[src/rtl/wr_buffer_pkg.sv]
// Shared constants for the wrapper output buffer: beat width, drop counter
// width and a constant-foldable log2 helper for sizing pointers.
package wr_buffer_pkg;

  localparam int DATA_W     = 21;
  localparam int DROP_CNT_W = 8;

  function automatic int clog2(input int value);
    int result;
    int v;
    result = 0;
    v      = value - 1;
    while (v > 0) begin
      result = result + 1;
      v      = v >> 1;
    end
    return result;
  endfunction

endpackage

[src/rtl/wr_buffer_mem.sv]
// DEPTH x DATA_W register array: synchronous write, asynchronous read by address.
module wr_buffer_mem #(
  parameter int DATA_W = 21,
  parameter int DEPTH  = 8,
  parameter int AW     = 3
) (
  input  logic              clk,
  input  logic              we_i,
  input  logic [AW-1:0]     waddr_i,
  input  logic [DATA_W-1:0] wdata_i,
  input  logic [AW-1:0]     raddr_i,
  output logic [DATA_W-1:0] rdata_o
);

  logic [DATA_W-1:0] mem_q [DEPTH];

  // NOTE: storage is deliberately not reset; validity is tracked by the
  // pointers and occupancy count, so stale contents are never presented.
  always_ff @(posedge clk) begin
    if (we_i) begin
      mem_q[waddr_i] <= wdata_i;
    end
  end

  assign rdata_o = mem_q[raddr_i];

endmodule

[src/rtl/wr_buffer.sv]
// Show-ahead FIFO absorbing wrapper write beats, with a valid/ready read side
// and a sticky overflow flag plus saturating count of beats lost while full.
module wr_buffer #(
  parameter int DATA_W = wr_buffer_pkg::DATA_W,
  parameter int DEPTH  = 8,
  parameter int AW     = wr_buffer_pkg::clog2(DEPTH)
) (
  input  logic                                clk,
  input  logic                                rst,
  input  logic                                wr_req,
  input  logic [DATA_W-1:0]                   wr_data,
  input  logic                                rd_ready,
  output logic                                rd_valid,
  output logic [DATA_W-1:0]                   rd_data,
  output logic [AW:0]                         count,
  output logic                                full,
  output logic                                empty,
  output logic                                overflow,
  output logic [wr_buffer_pkg::DROP_CNT_W-1:0] drop_cnt,
  input  logic                                ovf_clr
);

  import wr_buffer_pkg::*;

  localparam logic [AW:0] FULL_CNT = (AW + 1)'(DEPTH);

  logic [AW-1:0]         wp_q, wp_d;
  logic [AW-1:0]         rp_q, rp_d;
  logic [AW:0]           count_q, count_d;
  logic                  ovf_q, ovf_d;
  logic [DROP_CNT_W-1:0] drop_q, drop_d;
  logic                  push, pop, drop;
  logic [DATA_W-1:0]     mem_rdata;

  assign empty = (count_q == '0);
  assign full  = (count_q == FULL_CNT);

  // A pop frees the head slot in the same cycle, so a full buffer still accepts.
  assign pop  = !empty && rd_ready;
  assign push = wr_req && (!full || pop);
  assign drop = wr_req && full && !pop;

  always_comb begin
    // NOTE: every next-state signal is defaulted to its current value first,
    // so no branch can leave one unassigned and infer a latch.
    wp_d    = wp_q;
    rp_d    = rp_q;
    count_d = count_q;
    ovf_d   = ovf_q;
    drop_d  = drop_q;

    if (push) wp_d = wp_q + 1'b1;
    if (pop)  rp_d = rp_q + 1'b1;

    if (push && !pop) begin
      count_d = count_q + 1'b1;
    end else if (pop && !push) begin
      count_d = count_q - 1'b1;
    end

    if (ovf_clr) begin
      ovf_d  = 1'b0;
      drop_d = '0;
    end

    // A drop in the same cycle as a clear restarts the tally at one.
    if (drop) begin
      ovf_d = 1'b1;
      if (ovf_clr) begin
        drop_d = DROP_CNT_W'(1);
      end else if (drop_q != '1) begin
        drop_d = drop_q + 1'b1;
      end
    end
  end

  // NOTE: sequential state uses non-blocking assignments so every register
  // samples its pre-edge value regardless of statement order.
  always_ff @(posedge clk) begin
    if (rst) begin
      wp_q    <= '0;
      rp_q    <= '0;
      count_q <= '0;
      ovf_q   <= 1'b0;
      drop_q  <= '0;
    end else begin
      wp_q    <= wp_d;
      rp_q    <= rp_d;
      count_q <= count_d;
      ovf_q   <= ovf_d;
      drop_q  <= drop_d;
    end
  end

  wr_buffer_mem #(
    .DATA_W (DATA_W),
    .DEPTH  (DEPTH),
    .AW     (AW)
  ) u_mem (
    .clk     (clk),
    .we_i    (push),
    .waddr_i (wp_q),
    .wdata_i (wr_data),
    .raddr_i (rp_q),
    .rdata_o (mem_rdata)
  );

  assign rd_valid = !empty;
  assign rd_data  = empty ? '0 : mem_rdata;
  assign count    = count_q;
  assign overflow = ovf_q;
  assign drop_cnt = drop_q;

endmodule

[config.mk]
export PLATFORM = sky130hd
export DESIGN_NAME = wr_buffer
export DESIGN_NICKNAME = d
export VERILOG_FILES = /design/src/rtl/wr_buffer_pkg.sv /design/src/rtl/wr_buffer_mem.sv /design/src/rtl/wr_buffer.sv
export SDC_FILE = /design/constraint.sdc
export NUM_CORES = 1
export LEC_CHECK = 0
export BUFFER_PORTS_ARGS = -buffer_cell sky130_fd_sc_hd__buf_4
export CORE_MARGIN = 5
export CORE_UTILIZATION = 40
export CTS_BUF_LIST = sky130_fd_sc_hd__clkbuf_8 sky130_fd_sc_hd__clkbuf_16
export DETAILED_ROUTE_END_ITERATION = 8
export GPL_ROUTABILITY_DRIVEN = 0
export PLACE_DENSITY_LB_ADDON = 0.1
export RECOVER_POWER = 50
export SYNTH_ARGS = -nofsm -noshare
export SYNTH_HDL_FRONTEND = slang
export SYNTH_HIERARCHICAL = 1
export SYNTH_SLANG_ARGS = --single-unit
[constraint.sdc]
create_clock -name clk -period 3.7 [get_ports clk]
set_input_delay 0 -clock clk [delete_from_list [all_inputs] [get_ports clk]]
set_output_delay 0 -clock clk [all_outputs]
set_load 0.05 [all_outputs]
After elaboration in Yosys (flattened, before gate mapping)

Memory sizes are Yosys's and may differ from the RTL's. A register that Yosys moved wholly into a read port is not among the register bits.
Cells that the tools add are included.

Latch bits: 0
Memories: 1
ROM bits: 0
Bits in writable memories: 168
Logic and storage cells: 40
Register bits after elaboration: 19

Mux-type cells: 13
Equal/unequal tests: 2
Divide/modulo/power cells: 0
$add $sub $neg: 5
$lt $le $gt $ge: 0
$mul: 0
Bitwise logic cells: 0
Reduce and logical (&&, ||, !) cells: 14
Shift operators: 0

Memory list:

| memory      | depth | bits a word | read ports | clocked after memory_dff | write ports | RTL line            | text |
|---|---|---|---|---|---|---|---|
| u_mem.mem_q | 8     | 21          | 1          | 1                        | 1           | wr_buffer_mem.sv:15 | `logic [DATA_W-1:0] mem_q [DEPTH];` |

Operator list:

| kind                | number |
|---|---|
| $mux 8              | 4 |
| $mux 21             | 1 |
| $add 8x1->8 const B | 1 |
| $mux 4              | 2 |
| $ne 8x8->1 const B  | 1 |
| $add 3x1->3 const B | 2 |
| $logic_and 1x1->1   | 6 |
| $mux 3              | 2 |
| $add 4x1->4 const B | 1 |
| $eq 4x4->1 const B  | 1 |
| $logic_not 1->1     | 4 |
| $logic_not 4->1     | 1 |
| $mux 1              | 4 |
| $reduce_bool 2->1   | 2 |
| $sub 4x1->4 const B | 1 |
| $logic_or 1x1->1    | 1 |

Depth between registers and ports, before layout

Gate-level depths: netlist of the first run.

Word-level depth: 9
Mapped depth: 10
Mapped depth without buffers: 10

Cells and area by module

The synthesis of the first run kept the hierarchy.

Modules (own cells, without submodules):

| module        | area each (um2) | times used | cells an instance |
|---|---|---|---|
| wr_buffer_mem | 6518.8          | 1          | 256 |
| wr_buffer     | 1142.3          | 1          | 141 |

Least setup slack after synthesis of the first run

Ideal clock, no wire load.

Path type: register -> register
From: register count_q[0] (netlist: count[0])
To: memory u_mem.mem_q[0][0], enable pin
Stages on the path, launching flop included: 6
Arrival time: 2829 ps
Setup slack: 446 ps
Period minus slack after synthesis: 3254 ps
Cells stage by stage: dfxtp_1 or4b_4 o21ai_0 inv_1 nand2b_1 nor3_1

Cells in the longest elaborated chain, start to end: 7
Elaborated cells between the ends (all ways): 9

RTL lines:

| element                          | RTL line            | text |
|---|---|---|
| from (decl)                      | wr_buffer.sv:29     | `logic [AW:0] count_q, count_d;` |
| from (signal assigned)           | wr_buffer.sv:89     | `count_q <= count_d;` |
| $logic_not 4->1                  | wr_buffer.sv:35     | `assign empty = (count_q == '0);` |
| $logic_not 1->1                  | wr_buffer.sv:39     | `assign pop = !empty && rd_ready;` |
| $logic_and 1x1->1                | wr_buffer.sv:39     |  |
| $logic_or 1x1->1 (*)             | wr_buffer.sv:40     | `assign push = wr_req && (!full \|\| pop);` |
| $logic_and 1x1->1 (*)            | wr_buffer.sv:40     |  |
| named net push                   | wr_buffer.sv:32     | `logic push, pop, drop;` |
| $mux 1 (*)                       | wr_buffer_mem.sv:20 | `if (we_i) begin` |
| $mux 1 (implied by the code) (*) | wr_buffer_mem.sv:21 | `mem_q[waddr_i] <= wdata_i;` |
| to (decl)                        | wr_buffer_mem.sv:15 |  |

Mark *: on every way through the listed nets, which the timed path passes. The rest lies on a longest branch.

Worst setup path in the final report of the first run

From: register count_q[0] (netlist: count[0])
To: register count_q[3] (netlist: count[3])

Cells in the longest elaborated chain, start to end: 8
Elaborated cells between the ends (all ways): 16

RTL lines:

| element                     | RTL line        | text |
|---|---|---|
| $logic_not 4->1             | wr_buffer.sv:35 |  |
| $logic_not 1->1             | wr_buffer.sv:39 |  |
| $logic_and 1x1->1           | wr_buffer.sv:39 |  |
| $logic_or 1x1->1 (*)        | wr_buffer.sv:40 |  |
| $logic_and 1x1->1 (*)       | wr_buffer.sv:40 |  |
| named net push              | wr_buffer.sv:32 |  |
| $logic_not 1->1             | wr_buffer.sv:57 | `end else if (pop && !push) begin` |
| $logic_and 1x1->1           | wr_buffer.sv:57 |  |
| $reduce_bool 2->1 (no line) | -               |  |

Mark *: on every way through the listed nets, which the timed path passes. The rest lies on a longest branch. The select of a mux whose other input is x is not followed.
A chain may end at the register's enable or synchronous reset.

==> flow_summary.json, run 1 <==
{
  "synthArstFlopShare": 0,
  "end_kind": "flop",
  "tightest_slew_ps": 1200,
  "reg2reg_from": "count[0]",
  "wire_per_inst_um": 20.6,
  "final_nets": 529,
  "grt_usage": 0.147,
  "ys_warn_count": 6,
  "syn_inst": 397,
  "crit_path_max_fanout": 6,
  "hold_class": "primary input to flop",
  "yosysSeqAreaShare": 0.708,
  "setup_tns_ps": 0,
  "ios": 63,
  "synth_fp_nets": 430,
  "cap_violations": 0,
  "setup_violations": 0,
  "initial_core_util": 0.408,
  "start_kind": "flop",
  "drive_gt1_frac": 0.204,
  "r2r-end": "count[3]",
  "cts.sink_count": 187,
  "clkTransAtPathRegs_ps": 70,
  "drtIter0Drc": 169,
  "holdWs_ps": 411,
  "cts_tree": "done",
  "rrSetupSlack_ps": 580,
  "die_y_um": 148,
  "arrival_ps": 3440,
  "synth.top_cells.by_area": "edfxtp_1 66%, mux4_1 14%, dfxtp_1 5.0%",
  "numPortBuffers": 62,
  "fin_crit_ps": 3120,
  "hp-start": "rst",
  "cts_buffers": 17,
  "syn2layout_area_growth_pct": 19.2,
  "power.total_mw": 6.25,
  "synth.largest_area_cell": "edfxtp_1",
  "cts_setup_buffers": 0,
  "synth_edf_count": 168,
  "cts_root_buffer": "clkbuf_16",
  "antenna_cells": 0,
  "crit_required_ps": 4020,
  "slew_headroom": 0.194,
  "synth_cell_type_count": 39,
  "post_drt_via_cell_ratio": 5.23,
  "grt_antenna_before_repair": 0,
  "rsz0062_at_grt": "no",
  "post-dp-hpwl_mm": 8.82,
  "drc_errors": 0,
  "netlist.area_leader.share": 0.659,
  "ir_drop_mv": 0.324,
  "synth_seq_cells": 187,
  "cts_buffer_depth": 2,
  "h-tree-depth": 4,
  "leakagePower_nw": 3.00,
  "vias": 3884,
  "placed_area_um2": 8440,
  "post-route-cell-area_um2": 9130,
  "syn_area_um2": 7660,
  "detail-route-antenna-nets": 0,
  "status": "finished, final reports clean",
  "p_per_area_nw_per_um2": 685,
  "fmax_ghz": 0.320,
  "grt_max_degree": 44,
  "first_pass_iters": 5,
  "core.rowCount": 50,
  "gr-total-overflow": 0,
  "utilization": 0.486,
  "grt_pass1_vias": 4120,
  "chipWidth_um": 148,
  "min_path_cells": 3,
  "maxSlewViolCount": 0,
  "period_share": 0.844,
  "holdPathEnd": "overflow",
  "crit_type": "flop to flop",
  "fill_cells": 1583,
  "syn_avg_cell_area_um2": 19.3,
  "hold_violations": 0,
  "clkLatencyLatePin_ps": 430,
  "fp.dieArea_um2": 22000,
  "rr_worst_depth": 10,
  "synth-main-ff-cell": "edfxtp_1",
  "grt_pass1_wl_mm": 24.1,
  "core_um2": 18800,
  "wl_mm": 15.3,
  "fin_worst_skew_ps": 19.0
}
-- layer usage --
layer | up-vias | share of wire | global-route usage
li1 | 1829 | - | -
met1 | 1982 | 0.44 | 0.190
met2 | 63 | 0.51 | 0.250
met3 | 10 | 0.035 | 0.0341
met4 | 0 | 0.0095 | 0.0420
met5 | - | 0 | 0
-- cell type report --
type | count | area (µm²) | area share
clock buffer | 17 | 425 | 0.0466
clock inverter | 15 | 154 | 0.0169
inverter | 7 | 27.5 | 0.00302
multi-input combinational | 184 | 2120 | 0.233
sequential | 187 | 5430 | 0.595
tap | 234 | 293 | 0.0321
timing repair buffer | 99 | 678 | 0.0743
-- critical path, stage by stage, from the launching register on --
cell	delay (ps)
dfxtp_1	390
or4b_1	610
o21ai_0	400
inv_1	150
ha_1	240
inv_1	140
ha_1	290
a21oi_1	190
a211oi_1	100
a31oi_1	170
mux2_2	340
-- power by group --
group / switching (mW) / total [mW] / internal (mW)
Clock: 0.815 / 1.77 / 0.953
Sequential: 0.128 / 2.54 / 2.42
Combinational: 1.18 / 1.94 / 0.764
-- synth_stat cells (all sizes together), types with 2 or more instances --
cell    count
a211oi      2
a21oi       9
and2       22
buf         6
clkbuf     13
dfxtp      19
edfxtp    168
ha          6
inv         6
mux2       22
mux2i       3
mux4       42
nand2      10
nand2b      4
nand3       8
nor2       19
nor2b       2
nor3        6
o211ai      2
o21ai       2
o31a        2
o31ai       2
or2         2
or3         2
or4         3
xor2        5
-- through the flow --
stage               setup slack (ps)  instances
CTS                              611        743
finish                           578        743
floorplan                        446        397
detailed placement               621        685
global route                     413        743
global placement                 714        685
-- state kept, by name (all words and copies together) (netlist names) --
| name | count |
|---|---|
| count | 4 |
| drop_cnt | 8 |
| rp_q | 3 |
| u_mem/mem_q | 168 |
| overflow | 1 |
| wp_q | 3 |
-- worst max path at each step --
stage	startpoint	to	depth (start not counted)
3_5_place_dp	count[0]	count[3]	10
5_1_grt	count[0]	count[3]	10
6_report	count[0]	count[3]	10
3_3_place_gp	count[0]	count[3]	10
2_1_floorplan	count[0]	u_mem/mem_q[0][0]	5
4_1_cts	count[0]	count[3]	10
-- cell families after synthesis --
family	count (synthesis)	share of synthesized area
xor gates and xnor gates	6	0.00686
adders and majority gates	7	0.0124
AOI/OAI and AO/OA	23	0.0193
DFF	187	0.708
and+or+nand+nor	81	0.0562
buffers and inverters	26	0.0178
muxes	67	0.179
-- cell usage in the layout (no fill, tap or decap), types with 6 or more instances in the layout --
| master | count |
|---|---|
| mux2_2 | 22 |
| nor2_1 | 13 |
| nand3_1 | 8 |
| dfxtp_1 | 17 |
| a21oi_1 | 9 |
| mux4_1 | 40 |
| and2_1 | 22 |
| buf_4 | 34 |
| inv_1 | 6 |
| clkbuf_16 | 17 |
| clkbuf_1 | 38 |
| edfxtp_1 | 168 |
| ha_1 | 6 |
| dlygate4sd3_1 | 26 |
| nand2_1 | 10 |
-- what timing repair did --
| action | 4_1_cts | 5_1_grt |
|---|---|---|
| hold buffers | 26 | 0 |
| hold endpoints to repair | 187 | 0 |
| gates resized for setup | 0 | 0 |
No activity file was read; power rests on OpenSTA's default activity.
==> inputs of run 2 (changes only) <==
==> constraint.sdc (replaced) <==
create_clock -name clk -period 3.05 [get_ports clk]
set_input_delay 0 -clock clk [delete_from_list [all_inputs] [get_ports clk]]
set_output_delay 0 -clock clk [all_outputs]
set_load 0.05 [all_outputs]
==> flow_summary.json, run 2 (synthesis results as in run 1) <==
{
  "drtIter0Drc": 218,
  "core_um2": 18800,
  "crit_chain": "or4b_4, o21ai_1, inv_1, ha_1, inv_1, ha_1, a21oi_1, a211oi_1, a31oi_1, mux2_2",
  "rr_worst_depth": 10,
  "ios": 63,
  "fmax_ghz": 0.352,
  "crit_required_ps": 3360,
  "fin_worst_skew_ps": 8.59,
  "grt_antenna_before_repair": 0,
  "maxSlewViolCount": 0,
  "multi_input_area_um2": 2140,
  "clkTransAtPathRegs_ps": 70,
  "setup_violations": 0,
  "largest_register_ffs": 168,
  "initial_core_util": 0.408,
  "seqCellArea_um2": 5430,
  "grt_util_met1": 0.189,
  "cts_resized": 0,
  "ir_drop_mv": 0.497,
  "place_inst": 690,
  "period_share": 0.931,
  "crit_path_max_fanout": 6,
  "grt_pass1_wl_mm": 23.0,
  "cts_buffer_depth": 2,
  "drive_gt1_frac": 0.210,
  "cp_slowest_cell": "or4b_4",
  "final_nets": 534,
  "arrival_ps": 3150,
  "top_register": "u_mem/mem_q",
  "start_kind": "flop",
  "grt_usage": 0.140,
  "met2_usage": 0.226,
  "fin_crit_ps": 2840,
  "wl_mm": 14.8,
  "p_per_area_nw_per_um2": 822,
  "cap_violations": 0,
  "setup_tns_ps": 0,
  "grt_max_degree": 44,
  "crit_type": "flop to flop",
  "end_kind": "flop",
  "numPortBuffers": 62,
  "post_drt_via_cell_ratio": 5.20,
  "hold_class": "primary input to flop",
  "fp.dieArea_um2": 22000,
  "globalRouteMet3Util": 0.0305,
  "fill_cells": 1591,
  "cts.sink_count": 187,
  "crit_cells": 10,
  "cts_buffers": 17,
  "grt_pass1_vias": 4017,
  "crit_buf_inv": 2,
  "vias": 3890,
  "holdWs_ps": 422,
  "tightest_slew_ps": 1180,
  "clkLatencyLatePin_ps": 420,
  "detail-route-antenna-nets": 0,
  "first_pass_iters": 4,
  "slew_headroom": 0.211,
  "hold_buffers": 26,
  "slowest_delay_ps": 580,
  "path_delay_family": "compound AO/OA/AOI/OAI gates",
  "cts_tree": "done",
  "chipWidth_um": 148,
  "layout_commonest_cell": "edfxtp_1",
  "cts_setup_buffers": 0,
  "die_y_um": 148,
  "rsz0062_at_grt": "no",
  "cts_root_buffer": "clkbuf_16",
  "status": "finished, final reports clean",
  "h-tree-depth": 4,
  "antenna_cells": 0,
  "syn2layout_area_growth_pct": 19.9,
  "gr-total-overflow": 0,
  "busiest_layer": "met2",
  "hold_violations": 0,
  "layout_common_cells": "168 x edfxtp_1, 40 x mux4_1, 39 x clkbuf_1",
  "min_path_cells": 3,
  "drc_errors": 0,
  "leakagePower_nw": 3.03,
  "core.rowCount": 50,
  "post-dp-hpwl_mm": 8.69,
  "fin_cells": 748,
  "wire_per_inst_um": 19.7
}
run 2: final cells by class:
cell class | count | area share
Sequential cell | 187 | 0.591
Multi-Input combinational cell | 184 | 0.234
Timing Repair Buffer | 104 | 0.0789
Clock buffer | 17 | 0.0463
Tap cell | 234 | 0.0319
Clock inverter | 15 | 0.0154
Inverter | 7 | 0.00300
run 2: per-stage QoR:
step                power [mW]   util  cell area [µm²]  setup WS, ps
global route              7.89  0.489             9180          68.5
finish                    7.55  0.489             9180           210
global placement          5.56  0.453             8510           328
detailed placement        5.58  0.453             8510           271
floorplan                 4.87      -             7670           116
CTS                       7.72  0.497             9330           239
run 2: worst paths after layout:
path         startpoint       end  slack [ps]
min reg2reg    overflow  overflow         470
max            count[0]  count[3]         210
min                 rst  overflow         420
max reg2reg    count[0]  count[3]         210
run 2: worst reg2reg max path, cell delays in order (launching register included):
cell      delay (ps)
dfxtp_1          390
or4b_4           580
o21ai_1          190
inv_1            100
ha_1             210
inv_1            140
ha_1             290
a21oi_1          200
a211oi_1         100
a31oi_1          180
mux2_2           360
run 2: routing by layer:
layer  vias up  part of all wire
met4         0             0.012
met3        10             0.036
met1      1976              0.46
met2        71              0.49
li1       1833                 -
met5         -                 0
run 2: power breakdown:
part           internal (mW)  switching [mW]
registers               2.93           0.138
logic                  0.947            1.43
clock network           1.14           0.961
